**src/rtl/fetch_pc_unit.sv**
```systemverilog
// PC register, next-PC selection and instruction-fetch control for the front of the datapath.
// Define FETCH_PERF_CNT_EN to add the FetchCount/StallCount performance counter outputs.
module fetch_pc_unit #(
    parameter logic [63:0] START_PC = 64'h0
) (
    input  logic        CLK,
    input  logic        Reset,
    input  logic        Run,
    output logic        ImemReq,
    output logic [63:0] ImemAddr,
    input  logic        ImemAck,
    input  logic [31:0] ImemData,
    output logic [31:0] Instr,
    output logic [25:0] Imm25,
    output logic [63:0] CurPC,
    output logic        InstrValid,
    input  logic        InstrReady,
    input  logic [63:0] BusImm,
    input  logic        Branch,
    input  logic        Uncondbranch,
    input  logic        Zero,
    output logic        MisalignErr
`ifdef FETCH_PERF_CNT_EN
    ,
    output logic [31:0] FetchCount,
    output logic [31:0] StallCount
`endif
);

    typedef enum logic [1:0] {
        IDLE,
        FETCH,
        HOLD,
        HALT
    } stateT;

    stateT       state, stateNext;
    logic [63:0] pc, pcNext;
    logic [31:0] instrNext;
    logic [63:0] curPcNext;
    logic        misalignNext;
    logic [63:0] target;
    logic        accept;
    logic        stall;

    always_ff @(posedge CLK or posedge Reset) begin
        if (Reset) begin
            state       <= IDLE;
            pc          <= START_PC;
            Instr       <= '0;
            CurPC       <= START_PC;
            MisalignErr <= 1'b0;
        end else begin
            state       <= stateNext;
            pc          <= pcNext;
            Instr       <= instrNext;
            CurPC       <= curPcNext;
            MisalignErr <= misalignNext;
        end
    end

    always_comb begin
        stateNext    = state;
        pcNext       = pc;
        instrNext    = Instr;
        curPcNext    = CurPC;
        misalignNext = MisalignErr;
        target       = CurPC + 64'd4;
        accept       = 1'b0;
        stall        = 1'b0;
        case (state)
            IDLE: begin
                if (Run) stateNext = FETCH;
            end
            FETCH: begin
                if (ImemAck) begin
                    instrNext = ImemData;
                    curPcNext = pc;
                    stateNext = HOLD;
                end else begin
                    stall = 1'b1;
                end
            end
            HOLD: begin
                if (InstrReady) begin
                    accept = 1'b1;
                    // Branch controls are only meaningful here, at the accept edge
                    if (Uncondbranch | (Branch & Zero)) target = CurPC + BusImm;
                    if (target[1:0] != 2'b00) begin
                        misalignNext = 1'b1;
                        stateNext    = HALT;
                    end else begin
                        pcNext    = target;
                        stateNext = Run ? FETCH : IDLE;
                    end
                end
            end
            HALT: begin
                stateNext = HALT;
            end
            default: stateNext = IDLE;
        endcase
    end

    assign ImemReq    = (state == FETCH);
    assign InstrValid = (state == HOLD);
    assign ImemAddr   = pc;
    assign Imm25      = Instr[25:0];

`ifdef FETCH_PERF_CNT_EN
    always_ff @(posedge CLK or posedge Reset) begin
        if (Reset) begin
            FetchCount <= '0;
            StallCount <= '0;
        end else begin
            if (accept && (FetchCount != '1)) FetchCount <= FetchCount + 32'd1;
            if (stall && (StallCount != '1)) StallCount <= StallCount + 32'd1;
        end
    end
`else
    logic unusedPerf;
    assign unusedPerf = accept ^ stall;
`endif

endmodule

```
**config.mk**
```make
export PLATFORM = sky130hd
export DESIGN_NAME = fetch_pc_unit
export DESIGN_NICKNAME = d
export VERILOG_FILES = /design/src/rtl/fetch_pc_unit.sv
export SDC_FILE = /design/constraint.sdc
export NUM_CORES = 1
export LEC_CHECK = 0
export ABC_AREA = 0
export CAP_MARGIN = 30
export CORE_MARGIN = 10
export CORE_UTILIZATION = 54
export CTS_CLUSTER_SIZE = 40
export DETAILED_ROUTE_END_ITERATION = 10
export PLACE_DENSITY = 0.87
export SLEW_MARGIN = 20
export SYNTH_ARGS = -nofsm -noshare
export SYNTH_HDL_FRONTEND = slang
export SYNTH_SLANG_ARGS = --single-unit
export TNS_END_PERCENT = 20
```
**constraint.sdc**
```tcl
create_clock -name CLK -period 14.25 [get_ports CLK]
set_input_delay 1.425 -clock CLK [delete_from_list [all_inputs] [get_ports CLK]]
set_output_delay 1.425 -clock CLK [all_outputs]
set_load 0.1 [all_outputs]
```
Word level (Yosys, flattened, before mapping)
Index checks and enable logic that the tools add are counted.

word-level totals
  output and inout bits = 189
  bits in registers = 163
  word-level logic and storage cells = 31

operators by class
  bitwise gates (word level) = 3
  eq/ne operators = 6
  reduce and logical (&&, ||, !) cells = 6
  $add $sub $neg = 2
  muxes and demuxes = 9

operators with widths
  operator                                              count
  two-way mux 64 bit                                    3
  adder 64 x 3 -> 64 bit (second input constant)        1
  adder 64 bit                                          1
  AND reduction 3 bit                                   3
  two-way mux 2 bit                                     4
  one-hot mux 2 bit (4 select lines)                    1
  equality test 2 bit (second input constant)           2
  != test 2 x 1 -> 1 bit (second input constant)        2
  equality test 2 x 1 -> 1 bit (second input constant)  1
  zero test 2 bit                                       1
  != test 2 bit (second input constant)                 1
  AND reduction 2 bit                                   1
  nonzero test 2 bit                                    1
  AND 1 bit                                             1
  two-way mux 1 bit                                     1
  NOT 1 bit                                             1
  bitwise OR 1 bit                                      1

Longest topological paths before layout
Gate-level depths: netlist of run 1.

  word-level depth = 9
  depth in mapped cells = 13
  depth with buffers taken out = 13

Least setup slack after synthesis of run 1
OpenSTA, ideal clock, no wires.

  path kind = input to register
  start = input BusImm[0]
  end = register pc[60], in the netlist ImemAddr[60]
  arrival time = 4.000 ns
  path slack = 10.127 ns
  buffers on the path = 0
  setup time = 0.123 ns
  stages on the path = 13
  cells stage by stage = ha_1 -> fa_1 -> a21o_1 -> a221oi_2 -> a2111o_1 -> a211oi_2 -> a211oi_1 -> o211a_1 -> o211a_1 -> o21ai_1 -> a221oi_1 -> o41a_1 -> nand2_1

between the ends
  word-level cells in the longest chain between the ends = 7

ends and longest elaborated chain
  item                                  line  source
  start: declaration                    18    input logic [63:0] BusImm,
  adder 64 bit *                        88    if (Uncondbranch | (Branch & Zero)) target = CurPC + BusImm;
  two-way mux 64 bit *                  88
  two-way mux 64 bit *                  85    if (InstrReady) begin
  two-way mux 64 bit *                  71    case (state)
  nonzero test 2 bit                    89    if (target[1:0] != 2'b00) begin
  NOT 1 bit (no source line)            n/a
  AND reduction 3 bit (no source line)  n/a
  end signal: assignment                55    pc <= pcNext;
  end: declaration                      38    logic [63:0] pc, pcNext;

Mark *: on every way between the ends. The rest lies on a longest branch, timed or not. The select of a mux whose other input is x is not followed.
A chain may end at the register's enable or synchronous reset.

Final worst setup path of run 1
Ends and elaborated chain as after synthesis.

==> results of run 1 <==
==> cell usage in the layout (no fill, tap or decap), types with 10 or more instances in the layout <==
cell | synthesis | final
xnor2_1 | 56 | 56
o21a_1 | 10 | 10
nor2_1 | 95 | 95
nand4_1 | 43 | 43
or3_1 | 10 | 10
inv_1 | 22 | 21
a21oi_1 | 125 | 124
mux2_2 | 96 | 96
nand3_1 | 39 | 39
dfrtp_1 | 163 | 163
clkbuf_16 | 0 | 17
and3_1 | 15 | 15
o21ai_0 | 108 | 108
ha_1 | 64 | 64
xor2_1 | 53 | 53
nor3_1 | 16 | 16
and2_1 | 11 | 11
clkdlybuf4s50_1 | 0 | 292
a21o_1 | 39 | 38
buf_16 | 0 | 14
nand2_1 | 146 | 145
and4_1 | 11 | 11
==> how the worst min path moves through the flow <==
stage,startpoint,endpoint,slack [ns],cells after the start
6_report,MisalignErr,MisalignErr,0.48,1
5_1_grt,MisalignErr,MisalignErr,0.49,1
4_1_cts,MisalignErr,MisalignErr,0.48,1
3_5_place_dp,MisalignErr,MisalignErr,0.46,1
3_3_place_gp,MisalignErr,MisalignErr,0.47,1
2_1_floorplan,state[1],state[0],0.53,1
==> layer usage <==
layer,up-vias,share of wire (%),track usage [%]
met1,5447,41,34.8
met4,0,3.5,10.7
met3,107,7.9,6.84
li1,5198,-,-
met2,601,47,45.5
met5,-,0,0
==> cells in the mapped netlist (43+ instances only) <==
cell type / instances
a21oi_1: 125
xnor2_1: 56
o21ai_0: 108
nand4_1: 43
nor2_1: 95
xor2_1: 53
nand2_1: 146
dfrtp_1: 163
ha_1: 64
mux2_2: 96
==> layout make-up <==
type,instances,share of cell area (%)
flip-flops and latches,163,26.4
multi-input cells,1038,45.2
repair buffers,314,21.8
clock buffers,17,2.76
inverters,22,0.567
clock inverters,15,0.932
diodes,3,0.0486
well taps,275,2.23
==> power groups by stage <==
stage / logic, mW / registers [mW] / clock network, mW
final: 2.32 / 0.752 / 0.462
after global routing: 2.40 / 0.776 / 0.485
after CTS: 2.33 / 0.752 / 0.464
after detailed placement: 2.32 / 0.759 / 0
after global placement: 2.22 / 0.745 / 0
after floorplan: 0.722 / 1.75 / 0
==> critical path, stage by stage <==
cell	delay, ns
clkdlybuf4s50_1	0.42
ha_1	0.22
fa_1	0.41
a21o_1	0.22
a221oi_2	0.40
a2111o_1	0.27
a211oi_2	0.09
a211oi_1	0.34
o211a_1	0.28
o211a_1	0.21
o21ai_1	0.12
a221oi_1	0.39
o41a_1	0.18
nand2_1	0.05
==> state kept, by name, summed over array words and instances, names as in the netlist <==
signal / cells
ImemAddr: 64
CurPC: 64
Instr: 32
MisalignErr: 1
state: 2
==> logic make-up (layout without fill, tap and decap cells) <==
| group | Yosys count | in the layout | synth area share (%) |
|---|---|---|---|
| and+or+nand+nor | 409 | 409 | 16.7 |
| AOI/OAI and AO/OA | 358 | 358 | 18.7 |
| DFF | 163 | 163 | 35.3 |
| xor gates and xnor gates | 109 | 109 | 8.26 |
| buffers and inverters | 109 | 368 | 4.50 |
| muxes | 97 | 97 | 9.44 |
| adders and majority gates | 65 | 65 | 7.10 |
| other | 0 | 3 | 0 |
==> per-stage QoR <==
step	utilization [%]	cell area (µm²)
after global routing	73.4	15400
after global placement	68.9	14500
after CTS	73.3	15400
final	73.4	15400
after floorplan	-	11600
after detailed placement	70.6	14800
==> metrics.txt, run 1 <==
status=completed; crit-path max FO=4; post-synthesis cell area=0.0116 mm²; first-pass GRT wire length=63600 µm; Routed WL=40000 µm; dominant synthesized flop cell=dfrtp_1; GRT Util Overall=27.8%; Hold Crit Class=flop to flop; Switching Share=59.0%; Worst Skew=0.0119 ns; Critical path origin=BusImm[0]; Power Dens Cells=229 mW/mm²; worst r2r dst=ImemAddr[63]; Worst-Skew Late Latency=0.44 ns; Num Clock Sinks=163; clock power share=13.1%; min Tclk post-route=4.71 ns; FF-to-FF setup slack=10.46 ns; ys async rst share=100%; dpl ws=9.18 ns; Critical Path AT=5.04 ns; final setup violation count=0; TNS Setup=0 ns; EDFF count, synth=0; share of power burned in registers=21.3%; Clock Path Buffers=2; GPL Wtd Cong=0.975; Worst Hold Margin=0.477 ns; RSZ-0062 raised after global routing=no; Syn Inst Count=1310; number of global-route vias before repair=11400; Root Buffer Master=clkbuf_16; Storage cell area=0.00408 mm²; syn_area_per_cell=8.82 µm²; DRC=0; input/output buffers=292; Final Cycle Share=33.1%; Post-CTS Resized=0; via count=11400; Worst Reg-to-Reg Cells=12; internal cell power=1.45 mW; DR iter-0 viols=1188; IO Pins=293; Netlist cell types=64; Req. time, crit path=14.58 ns; initial core utilization=55.0%; placed cells=1811; Slew Limit Fails=0; type of the worst setup path=input port to flop; Fillers=1510; area of the die=0.0276 mm²; initial antenna violation count=3; Final nets=1725; Yosys warning total=0; layout cell share with drive strength beyond 1=10.7%; CTS Buf Count=17; max_cap viols=0; die width=166 µm; Leak Pwr=6.78 nW; worst IR drop on VDD=187 µV; critical path endpoint=ImemAddr[60]; post-route ant nets=0; Seq/Total Area, Yosys=35.3%; r2r startpoint=CurPC[4]; per-cell routed wire length=21.7 µm; Multi-input gate area=0.00698 mm²; cell accounting for the most synthesized area=dfrtp_1; hpwl dp=30500 µm; Layout Cells excl Fill=1847; Mapped Nets=1479; Final Hold Viols=0; die span in y=166 µm; fmax=212 MHz; Combinational Power Share=65.7%; CTS tree=built; core area=0.0210 mm²; row cnt=53; synthesis-to-layout area growth=33.6%; Slew HR=30.6%; final worst slack=9.54 ns; number of hold buffers added after cts=0; total grt overflow=0; CTS H-tree lvls=4; CTS clk-pin slew, worst paths=0.07 ns; Power Total=3.54 mW; first drt pass iteration count=6; vias per cell=6.15; largest cells by area after synthesis=dfrtp_1 (35%), mux2_2 (9.4%), ha_1 (6.9%); setup bufs post-CTS=0; worst slew pin tran=1.04 ns; CP Launch Type=input port; Worst setup EP type=flop; Synth top area share=35.3%; Yosys reg bits=163; NetSw=2.09 mW; largest net degree at the start of global routing=98
Power figures use the tool's default switching activity.
==> run 2: changes to the inputs <==
CORE_UTILIZATION = 51   (was 54)
PLACE_DENSITY = 0.83   (was 0.87)
clock period = 4.9 ns   (was 14.25 ns; I/O delays follow)
==> metrics.txt, run 2 (same netlist as run 1, synthesis figures left out) <==
status=completed; cell family with most CP delay=compound AO/OA/AOI/OAI gates; Worst Skew=0.0130 ns (+0.00114 ns); total grt overflow=0 (unchanged); DR iter-0 viols=1079 (-9.2%); Combinational Power Share=65.0% (-0.7 points); TNS Setup=0 ns (unchanged); Slew Limit Fails=0 (unchanged); CTS clk-pin slew, worst paths=0.07 ns (about the same); Root Buffer Master=clkbuf_16; WP buf/inv=0 (-1); NetSw=6.05 mW (+190%); Leak Pwr=6.72 nW (-0.95%); crit-path max FO=8 (+4); Worst setup EP type=flop; per-cell routed wire length=21.1 µm (-2.6%); largest net degree at the start of global routing=83 (-15%); initial core utilization=51.5% (-3.5 points); CTS tree=built; CP Launch Type=flop; Hold Crit Class=flop to flop; CTS Buf Count=17 (unchanged); die span in y=171 µm (+2.5%); Critical Path AT=4.14 ns (-0.90 ns); row cnt=55 (+3.8%); CTS H-tree lvls=4 (unchanged); IO Pins=293 (unchanged); most common cell after layout, fill and taps aside=clkdlybuf4s50_1; post-route ant nets=0 (unchanged); die width=171 µm (+2.5%); Req. time, crit path=5.21 ns (-9.37 ns); final setup violation count=0 (unchanged); crit-path cells=ha_1 > a21o_1 > a31o_2 > o21ai_0 > and2_1 > a21oi_1 > a21oi_1 > o31ai_1 > a211oi_1 > o21ai_0 > xnor2_1 > a21oi_1; most frequent cells in the layout=clkdlybuf4s50_1 (292), dfrtp_1 (163), nand2_1 (145), a21oi_1 (124), o21ai_0 (108); fin area=0.0153 mm² (-0.97%); Final Cycle Share=78.3%; DP Area=0.0147 mm² (-1.1%); Power Dens Cells=666 mW/mm² (+190%); Worst Hold Margin=0.471 ns (-0.00570 ns); synthesis-to-layout area growth=32.3%; slowest cell delay on critical path=0.55 ns (+0.13 ns); layout cell share with drive strength beyond 1=10.4% (-0.29 points); RSZ-0062 raised after global routing=no; via count=11100 (-2.0%); GRT Util Overall=26.1% (-1.7 points); Slew HR=29.9% (-0.72 points); Routed WL=39000 µm (-2.5%); core area=0.0224 mm² (+6.7%); cell mode on critical path=a21oi_1; first drt pass iteration count=5 (-1); Switching Share=59.4% (+0.38 points); clock power share=13.6% (+0.5 points); worst slew pin tran=1.05 ns (+0.0108 ns); worst IR drop on VDD=463 µV (+150%); number of global-route vias before repair=11100 (-2.7%); Fillers=1749 (+16%); vias per cell=6.02 (-2.1%); Clock Path Buffers=2 (unchanged); internal cell power=4.13 mW (+190%); GPL Wtd Cong=0.929 (-4.7%); number of hold buffers added after cts=0 (unchanged); Worst-Skew Late Latency=0.44 ns (about the same); share of power burned in registers=21.4% (about the same); setup bufs post-CTS=0 (unchanged); fmax=261 MHz; Multi-input gate area=0.00698 mm² (unchanged); Post-CTS Resized=0 (unchanged); hpwl dp=29700 µm (-2.6%); initial antenna violation count=1 (-2); type of the worst setup path=flop to flop; max_cap viols=0 (unchanged); FF-to-FF setup slack=1.06 ns (-9.40 ns); Critical-path top delay cell=a211oi_1; Final nets=1720 (-0.29%); min Tclk post-route=3.84 ns; DRC=0 (unchanged); Final Hold Viols=0 (unchanged); Storage cell area=0.00408 mm² (unchanged); input/output buffers=292 (unchanged); area of the die=0.0291 mm² (+5.2%); first-pass GRT wire length=61300 µm (-3.6%); Num Clock Sinks=163 (unchanged)
-- run 2: cell count changes in the layout (fill, tap and decap cells not counted) --
cell,before,now
diode_2,3,1
clkinv_2,3,2
clkinvlp_4,2,1
buf_16,14,7
clkinv_8,0,2
buf_4,8,10
-- run 2: worst paths after layout --
kind	from	to	depth (start not counted)
min in group asynchronous	Reset	CurPC[1]	2
worst max-delay path	CurPC[4]	ImemAddr[63]	12
worst max register to register	CurPC[4]	ImemAddr[63]	12
worst min register to register	MisalignErr	MisalignErr	1
worst min-delay path	MisalignErr	MisalignErr	1
max in group asynchronous	Reset	ImemAddr[61]	3
-- run 2: power groups by stage --
stage | clock, mW | sequential, mW | combinational [mW]
after CTS | 1.40 | 2.18 | 6.63
final | 1.38 | 2.18 | 6.61
after global routing | 1.45 | 2.24 | 6.86
after global placement | 0 | 2.17 | 6.43
after floorplan | 0 | 5.10 | 2.10
after detailed placement | 0 | 2.20 | 6.61
-- run 2: per-layer routing --
layer | share of wire, % | track usage, %
met1 | 42 | 33.2
met2 | 47 | 43.5
met3 | 7.7 | 5.14
met5 | 0 | 0
met4 | 2.8 | 8.58
-- run 2: final cells by class --
type                            instances  area share (%)
Tap cell                              285            2.33
Clock buffer                           17            2.78
Timing Repair Buffer                  309            20.9
Inverter                               22           0.573
Antenna cell                            1          0.0164
Multi-Input combinational cell       1038            45.7
Clock inverter                         15            1.07
Sequential cell                       163            26.7
-- run 2: per-stage QoR --
stage | setup WS (ns) | power (mW) | utilization (%) | std cells
2_1_floorplan | 0.00503 | 7.20 | - | 1310
3_3_place_gp | 0.847 | 8.60 | 64.6 | 1810
3_5_place_dp | 0.801 | 8.81 | 65.4 | 1816
4_1_cts | 1.18 | 10.2 | 68.0 | 1848
5_1_grt | 0.953 | 10.5 | 68.1 | 1850
6_report | 1.06 | 10.2 | 68.1 | 1850
